`config.mk`:
```
export PLATFORM = sky130hd
export DESIGN_NAME = pc_sequencer_flat
export DESIGN_NICKNAME = d
export VERILOG_FILES = /design/src/rtl/pc_sequencer_if.sv /design/src/rtl/pc_sequencer.sv /design/src/flat_wrapper.sv
export SDC_FILE = /design/constraint.sdc
export NUM_CORES = 1
export LEC_CHECK = 0
export BUFFER_PORTS_ARGS = -buffer_cell sky130_fd_sc_hd__buf_2
export CAP_MARGIN = 0
export CORE_MARGIN = 2
export CORE_UTILIZATION = 40
export DETAILED_ROUTE_END_ITERATION = 8
export GPL_ROUTABILITY_DRIVEN = 0
export PLACE_DENSITY = 0.7
export SETUP_SLACK_MARGIN = 0.3
export SLEW_MARGIN = 10
export SYNTH_ARGS = -nofsm -noshare
export SYNTH_HDL_FRONTEND = slang
export SYNTH_SLANG_ARGS = --single-unit
```
`constraint.sdc`:
```
create_clock -name clk -period 2.3 [get_ports clk]
set_clock_uncertainty 0.05 [all_clocks]
set_input_delay 0.23 -clock clk [delete_from_list [all_inputs] [get_ports clk]]
set_output_delay 0.23 -clock clk [all_outputs]
set_load 0.1 [all_outputs]
```
`src/rtl/pc_sequencer_if.sv`:
```
// Control/redirect bundle between the decode/branch logic and the PC sequencer.
// PC_SEQ_INSTRET_EN adds the 64-bit retired-instruction count to the bundle.
interface pc_sequencer_if;
    logic        stall_i;
    logic        branch_taken_i;
    logic [31:0] branch_target_i;
    logic        jump_i;
    logic [31:0] jump_target_i;
    logic        trap_i;
    logic        mret_i;
    logic [31:0] pc_o;
    logic [31:0] pc_plus4_o;
    logic [31:0] epc_o;
    logic        fetch_valid_o;
    logic        misalign_o;
    logic [1:0]  state_o;
`ifdef PC_SEQ_INSTRET_EN
    logic [63:0] instret_o;

    modport master (
        output stall_i, branch_taken_i, branch_target_i, jump_i, jump_target_i, trap_i, mret_i,
        input  pc_o, pc_plus4_o, epc_o, fetch_valid_o, misalign_o, state_o, instret_o
    );
    modport slave (
        input  stall_i, branch_taken_i, branch_target_i, jump_i, jump_target_i, trap_i, mret_i,
        output pc_o, pc_plus4_o, epc_o, fetch_valid_o, misalign_o, state_o, instret_o
    );
`else
    modport master (
        output stall_i, branch_taken_i, branch_target_i, jump_i, jump_target_i, trap_i, mret_i,
        input  pc_o, pc_plus4_o, epc_o, fetch_valid_o, misalign_o, state_o
    );
    modport slave (
        input  stall_i, branch_taken_i, branch_target_i, jump_i, jump_target_i, trap_i, mret_i,
        output pc_o, pc_plus4_o, epc_o, fetch_valid_o, misalign_o, state_o
    );
`endif
endinterface

```
`src/rtl/pc_sequencer.sv`:
```
// Program-counter owner and next-PC selector with boot/run/handler/halt control FSM.
// Optional feature macro: PC_SEQ_INSTRET_EN (64-bit retired-instruction counter).
module pc_sequencer #(
    parameter logic [31:0] RESET_VECTOR = 32'h0000_0000,
    parameter logic [31:0] TRAP_VECTOR  = 32'h0000_0100
) (
    input  logic          clk,
    input  logic          rst_n,
    pc_sequencer_if.slave bus
);

    typedef enum logic [1:0] {
        ST_BOOT    = 2'd0,
        ST_RUN     = 2'd1,
        ST_HANDLER = 2'd2,
        ST_HALT    = 2'd3
    } state_t;

    state_t      state_r;
    state_t      next_state_s;
    logic [31:0] pc_r;
    logic [31:0] next_pc_s;
    logic [31:0] epc_r;
    logic [31:0] next_epc_s;
    logic        fetch_valid_r;
    logic        misalign_r;
    logic        misalign_s;
    logic        retire_s;
    logic [31:0] target_s;
    logic        mis_redirect_s;

    // Jump outranks branch, so its target is the one checked for alignment.
    assign target_s       = bus.jump_i ? bus.jump_target_i : bus.branch_target_i;
    assign mis_redirect_s = (bus.jump_i | bus.branch_taken_i) & (target_s[1:0] != 2'b00) & ~bus.stall_i;

    // Next-state, next-PC and event selection in priority order.
    always_comb begin
        next_state_s = state_r;
        next_pc_s    = pc_r;
        next_epc_s   = epc_r;
        misalign_s   = 1'b0;
        retire_s     = 1'b0;
        case (state_r)
            ST_BOOT: begin
                next_state_s = ST_RUN;
            end
            ST_RUN, ST_HANDLER: begin
                if (bus.trap_i || mis_redirect_s) begin
                    misalign_s = ~bus.trap_i;
                    if (state_r == ST_RUN) begin
                        next_epc_s   = pc_r;
                        next_pc_s    = TRAP_VECTOR;
                        next_state_s = ST_HANDLER;
                    end else begin
                        next_state_s = ST_HALT;
                    end
                end else if (bus.stall_i) begin
                    next_pc_s = pc_r;
                end else if (bus.mret_i && (state_r == ST_HANDLER)) begin
                    next_pc_s    = epc_r;
                    next_state_s = ST_RUN;
                    retire_s     = 1'b1;
                end else if (bus.jump_i) begin
                    next_pc_s = bus.jump_target_i;
                    retire_s  = 1'b1;
                end else if (bus.branch_taken_i) begin
                    next_pc_s = bus.branch_target_i;
                    retire_s  = 1'b1;
                end else begin
                    next_pc_s = pc_r + 32'd4;
                    retire_s  = 1'b1;
                end
            end
            ST_HALT: begin
                next_state_s = ST_HALT;
            end
            default: begin
                next_state_s = ST_HALT;
            end
        endcase
    end

    // Architectural state registers.
    always_ff @(posedge clk or negedge rst_n) begin
        if (!rst_n) begin
            state_r       <= ST_BOOT;
            pc_r          <= RESET_VECTOR;
            epc_r         <= 32'h0000_0000;
            fetch_valid_r <= 1'b0;
            misalign_r    <= 1'b0;
        end else begin
            state_r       <= next_state_s;
            pc_r          <= next_pc_s;
            epc_r         <= next_epc_s;
            fetch_valid_r <= (next_state_s == ST_RUN) || (next_state_s == ST_HANDLER);
            misalign_r    <= misalign_s;
        end
    end

`ifdef PC_SEQ_INSTRET_EN
    logic [63:0] instret_r;

    // Retired-instruction counter, wraps naturally at 2^64.
    always_ff @(posedge clk or negedge rst_n) begin
        if (!rst_n) begin
            instret_r <= 64'd0;
        end else if (retire_s) begin
            instret_r <= instret_r + 64'd1;
        end else begin
            instret_r <= instret_r;
        end
    end

    assign bus.instret_o = instret_r;
`endif

    assign bus.pc_o          = pc_r;
    assign bus.pc_plus4_o    = pc_r + 32'd4;
    assign bus.epc_o         = epc_r;
    assign bus.fetch_valid_o = fetch_valid_r;
    assign bus.misalign_o    = misalign_r;
    assign bus.state_o       = state_r;

endmodule

```
`src/flat_wrapper.sv`:
```
// flat-port wrapper written by rule: the top's interface ports become plain ports
module pc_sequencer_flat 
#(
    parameter logic [31:0] RESET_VECTOR = 32'h0000_0000,
    parameter logic [31:0] TRAP_VECTOR  = 32'h0000_0100
)
  (clk, rst_n, bus_stall_i, bus_branch_taken_i, bus_branch_target_i, bus_jump_i, bus_jump_target_i, bus_trap_i, bus_mret_i, bus_pc_o, bus_pc_plus4_o, bus_epc_o, bus_fetch_valid_o, bus_misalign_o, bus_state_o);
  pc_sequencer_if bus_i ();
  input  logic clk;
  input  logic rst_n;
  input wire logic [$bits(bus_i.stall_i)-1:0] bus_stall_i;
  input wire logic [$bits(bus_i.branch_taken_i)-1:0] bus_branch_taken_i;
  input wire logic [$bits(bus_i.branch_target_i)-1:0] bus_branch_target_i;
  input wire logic [$bits(bus_i.jump_i)-1:0] bus_jump_i;
  input wire logic [$bits(bus_i.jump_target_i)-1:0] bus_jump_target_i;
  input wire logic [$bits(bus_i.trap_i)-1:0] bus_trap_i;
  input wire logic [$bits(bus_i.mret_i)-1:0] bus_mret_i;
  output wire logic [$bits(bus_i.pc_o)-1:0] bus_pc_o;
  output wire logic [$bits(bus_i.pc_plus4_o)-1:0] bus_pc_plus4_o;
  output wire logic [$bits(bus_i.epc_o)-1:0] bus_epc_o;
  output wire logic [$bits(bus_i.fetch_valid_o)-1:0] bus_fetch_valid_o;
  output wire logic [$bits(bus_i.misalign_o)-1:0] bus_misalign_o;
  output wire logic [$bits(bus_i.state_o)-1:0] bus_state_o;
  assign bus_i.stall_i = bus_stall_i;
  assign bus_i.branch_taken_i = bus_branch_taken_i;
  assign bus_i.branch_target_i = bus_branch_target_i;
  assign bus_i.jump_i = bus_jump_i;
  assign bus_i.jump_target_i = bus_jump_target_i;
  assign bus_i.trap_i = bus_trap_i;
  assign bus_i.mret_i = bus_mret_i;
  assign bus_pc_o = bus_i.pc_o;
  assign bus_pc_plus4_o = bus_i.pc_plus4_o;
  assign bus_epc_o = bus_i.epc_o;
  assign bus_fetch_valid_o = bus_i.fetch_valid_o;
  assign bus_misalign_o = bus_i.misalign_o;
  assign bus_state_o = bus_i.state_o;
  pc_sequencer #(.RESET_VECTOR(RESET_VECTOR), .TRAP_VECTOR(TRAP_VECTOR)) u_core (.clk(clk), .rst_n(rst_n), .bus(bus_i));
endmodule
```
Word level (Yosys, flattened, before mapping)
Index checks and enable logic that the tools add are counted.
{"block": "classes", "addsub": 1, "n_eq_ne": 7, "muxes": 14, "n_bitwise": 5, "n_reduce_logical": 8}
{"op": "$mux 32", "n": 6}
{"op": "$add 32x3->32 const B", "n": 1}
{"op": "$mux 2", "n": 4}
{"op": "$eq 2x2->1 const B", "n": 3}
{"op": "$pmux 2 s3", "n": 1}
{"op": "$reduce_and 3->1", "n": 2}
{"op": "$eq 2x1->1 const B", "n": 2}
{"op": "$mux 1", "n": 3}
{"op": "$and 1x1->1", "n": 2}
{"op": "$logic_not 2->1", "n": 1}
{"op": "$logic_or 1x1->1", "n": 2}
{"op": "$ne 2x1->1 const B", "n": 1}
{"op": "$ne 2x2->1 const B", "n": 1}
{"op": "$not 1->1", "n": 2}
{"op": "$reduce_bool 2->1", "n": 1}
{"op": "$reduce_or 2->1", "n": 1}
{"op": "$logic_and 1x1->1", "n": 1}
{"op": "$or 1x1->1", "n": 1}
{"block": "totals", "regBits": 68, "out_inout_bits": 100}

Logic depth before layout (Yosys ltp)
{"block": "logic_depth", "ltp_word": 9, "depth_mapped": 9}

Worst setup path after synthesis
Ideal clock, no wire load.
{"block": "synth_timing", "kind": "reg2reg", "start": "register u_core.pc_r[2] (netlist: u_core.bus.pc_o[2])", "end": "register u_core.pc_r[18] (netlist: u_core.bus.pc_o[18])", "arrival_time_ns": 4.015, "setup_slack_ns": -1.837, "path_stages_with_launch": 7, "n_path_buf": 0, "cell_sequence": "dfrtp_1 -> ha_1 -> nand3_1 -> nor3_1 -> nand4_1 -> xnor2_1 -> a31o_2"}
{"block": "synth_via", "elab_chain_len": 6}
{"element": "from (decl)", "line_no": "pc_sequencer.sv:21", "rtl": "logic [31:0] pc_r;"}
{"element": "from (signal assigned)", "line_no": "pc_sequencer.sv:93", "rtl": "pc_r <= next_pc_s;"}
{"element": "$add 32x3->32"}
{"element": "net bus_pc_plus4_o[18]", "line_no": "flat_wrapper.sv:19", "rtl": "output wire logic [$bits(bus_i.pc_plus4_o)-1:0] bus_pc_plus4_o;"}
{"element": "$mux 32", "line_no": "pc_sequencer.sv:66", "rtl": "end else if (bus.branch_taken_i) begin"}
{"element": "$mux 32", "line_no": "pc_sequencer.sv:63", "rtl": "end else if (bus.jump_i) begin"}
{"element": "$mux 32", "line_no": "pc_sequencer.sv:59", "rtl": "end else if (bus.mret_i && (state_r == ST_HANDLER)) begin"}
{"element": "$mux 32", "line_no": "pc_sequencer.sv:57", "rtl": "end else if (bus.stall_i) begin"}
{"element": "$mux 32", "line_no": "pc_sequencer.sv:48", "rtl": "if (bus.trap_i || mis_redirect_s) begin"}
The timed path passes the listed nets, and every way through them passes these cells. The select of a mux whose other input is x is not followed.
A chain may end at the register's enable or synchronous reset.

Worst setup path in the final report
{"block": "layout_timing", "start": "register u_core.pc_r[3] (netlist: u_core.bus.pc_o[3])", "end": "output bus_pc_plus4_o[28]"}
{"block": "layout_via", "elab_chain_len": 1}
{"element": "$add 32x3->32", "line_no": "pc_sequencer.sv:118", "rtl": "assign bus.pc_plus4_o = pc_r + 32'd4;"}
{"element": "to (decl)", "line_no": "flat_wrapper.sv:19"}
No other way between the ends.

==> impl_metrics.csv <==
group,metric,value,unit
status,status,"complete, but fails checks",
status,failed_checks,"setup timing",
worst_setup_path,setup.worst_path.end,"bus_pc_plus4_o[28]",
placement,place_inst,806,
worst_setup_path,crit_slowest_cell,"or4_4",
min_path,hold_start,"bus_trap_i",
worst_setup_path,crit_path_max_fanout,6,
synthesis,ys_seq_elements,68,
timing,rsz0062_at_grt,"yes",
worst_setup_path,cp_top_family,"simple AND/OR/NAND/NOR gates",
synthesis,syn_avg_cell_area,9.22,um^2
timing,tightest_slew,0.623,ns
synthesis,synth_fp_nets,556,
clock_network,clkTransAtPathRegs,0.08,ns
clock_network,cts_tree,"yes",
drt,drc,0,
drt,dr.pass1.iters,5,
floorplanning,die-area,0.0119,mm^2
clock_network,cts.path.max_buffers,2,
worst_setup_path,crit_path_cell_trace,"ha_4, and3_4, nand4_1, buf_6, or4_4, xnor2_4, buf_12",
worst_setup_path,r2r_slack,0.09,ns
synthesis,yosys_warnings,0,
worst_setup_path,critical_path_class,"reg2out",
layout,area_growth,85.9,%
grt,grt_util_all_layers,30.3,%
clock_network,numCtsBuffers,9,
grt,grt_overflow_total,0,
worst_setup_path,critPathMaxStageDelay,0.47,ns
synthesis,netlist_area,0.00442,mm^2
grt,grt_pass1_wl,27300,um
synthesis,synth-main-ff-cell,"dfrtp_1",
drt,wirelength,19400,um
layout,multi_input_area,0.00356,mm^2
synthesis,synth_cells,479,
floorplanning,start_util,40.9,%
timing,fin_crit_sh,110,%
layout,drive_gt1_share,63.3,%
timing,hold_viol_final,0,
floorplanning,io_pins,171,
synthesis,seq_area_frac_synth,38.5,%
grt,grt_max_degree,69,
layout,fin_nets,819,
synthesis,yosys-top-cells-area,"dfrtp_1 39%, mux2_2 8.2%, xnor2_1 4.2%",
clock_network,clock_sinks,68,
timing,period_minus_slack,2.54,ns
synthesis,synth_area_leader_cell,"dfrtp_1",
drt,vias,5423,
timing,setup_viol,19,
drt,via_per_inst,6.11,
worst_setup_path,rr_worst_depth,10,
worst_setup_path,crit_buf_inv,2,
synthesis,synth-edff-count,0,
synthesis,synth_most_common_cell,"dfrtp_1",
placement,dp_hpwl,12000,um
layout,fin_area,0.00821,mm^2
min_path,min_path_type,"in2reg",
floorplanning,core.rowCount,38,
job,drv_cap,0,
floorplanning,die_w,109,um
timing,finalMaxSlewViolations,0,
placement,dp_slack,-0.00476,ns
timing,worst_slew_margin_rel,58.0,%
drt,postRouteAntennaNets,0,
grt,first_global_vias,5158,
synthesis,synth_top_area_share,38.5,%
timing,whs,0.183,ns
clock_network,clk_latency,0.37,ns
clock_network,htree_levels,3,
floorplanning,die_h,109,um
clock_network,cts_root_buffer,"clkbuf_8",
worst_setup_path,endpoint_kind,"output pin",
layout,insertedDiodeCount,0,
synthesis,synthArstFlopShare,100,%
layout,regArea,0.00180,mm^2
floorplanning,core-area,0.0108,mm^2
placement,place_area,0.00687,mm^2
worst_setup_path,r2r-start,"u_core.bus.pc_o[3]",
worst_setup_path,cp-startpoint,"u_core.bus.pc_o[3]",
worst_setup_path,critPathArrivalTime,2.26,ns
worst_setup_path,cp.required,2.02,ns
synthesis,synth_common_cells,"68 x dfrtp_1, 43 x nand2_1, 32 x mux2_2, 32 x o21ai_0, 30 x nor2_1",
layout,fin_cells,887,
placement,io_buffer_count,170,
drt,wl_per_cell,21.9,um
layout,fillers,659,
drt,drtIter0Drc,402,
worst_setup_path,worst_setup_path_start_kind,"register",
worst_setup_path,cp_num_cells,7,
worst_setup_path,rr_endpoint,"u_core.bus.pc_o[30]",
timing,layout_setup_ws,-0.236,ns
grt,grt_antenna_before_repair,0,
synthesis,yosysUniqueCellTypes,61,
timing,max_freq,394,MHz
==> logic make-up (layout without fill, tap and decap cells) <==
kind of cell,Yosys count,count (layout),share of synthesized area (%)
mux,35,35,8.84
simple gates,141,141,16.5
compound gates,152,152,24.1
buf+inv,49,317,4.79
flops,68,68,38.5
xor+xnor,28,28,5.55
fa+ha+maj,6,6,1.70
==> metrics by stage <==
stage          TNS (ns)  util (%)
2_1_floorplan     -4.69         -
4_1_cts           -1.77      70.7
3_5_place_dp   -0.00476      63.6
6_report          -2.39      76.1
5_1_grt           -3.75      76.1
3_3_place_gp          0      63.6
==> state kept, by name (all words and copies together), names as in the netlist <==
name and count:
u_core.bus.state_o 2, u_core.bus.pc_o 32, u_core.bus.epc_o 32, u_core.bus.misalign_o 1
u_core.bus.fetch_valid_o 1
==> tightest hold or removal path: stages <==
cell     delay [ns]
buf_2          0.14
nor3b_4        0.06
nor2b_1        0.13
==> timing repair <==
action	4_1_cts	5_1_grt
hold buffers	1	0
pin swaps	28	34
cloned	2	4
endpoints found under the hold margin	68	0
gates resized for setup	53	76
setup buffers	37	21
endpoints found under the setup margin	55	56
==> per-layer routing <==
metal / routed length, um / vias to the layer above / global-route usage, %
li1: - / 2346 / -
met1: 7420 / 2652 / 39.3
met2: 9560 / 360 / 49.9
met3: 1790 / 65 / 5.50
met4: 634 / 0 / 12.1
met5: 0 / - / 0
==> worst min-delay path by stage <==
stage,to,slack (ns),depth (start not counted)
global route,u_core.bus.misalign_o,0.19,3
CTS,u_core.bus.misalign_o,0.17,3
finish,u_core.bus.misalign_o,0.18,3
global placement,u_core.bus.epc_o[16],0.24,2
detailed placement,u_core.bus.epc_o[19],0.24,2
floorplan,u_core.bus.epc_o[0],-0.12,0
==> cell usage in the layout, fill, tap and decap left out, drive strengths merged, types with 8 or more instances in the layout <==
| cell type | synthesis | final |
|---|---|---|
| a21oi | 29 | 29 |
| a221o | 9 | 9 |
| a22o | 8 | 8 |
| buf | 17 | 284 |
| clkbuf | 19 | 19 |
| dfrtp | 68 | 68 |
| inv | 13 | 13 |
| mux2 | 32 | 32 |
| nand2 | 43 | 43 |
| nand3 | 15 | 15 |
| nor2 | 30 | 30 |
| nor3 | 11 | 11 |
| nor4 | 8 | 8 |
| o21ai | 32 | 32 |
| o22ai | 10 | 10 |
| xnor2 | 21 | 21 |
==> layout make-up <==
class / instances / area share, %
multi-input cells: 362 / 43.4
repair buffers: 288 / 29.9
flip-flops and latches: 68 / 21.9
well taps: 140 / 2.13
clock buffers: 16 / 2.07
inverters: 13 / 0.655
Power is not shown: default switching activity piles up to over one toggle a cycle in this logic, so the estimate is an artifact.
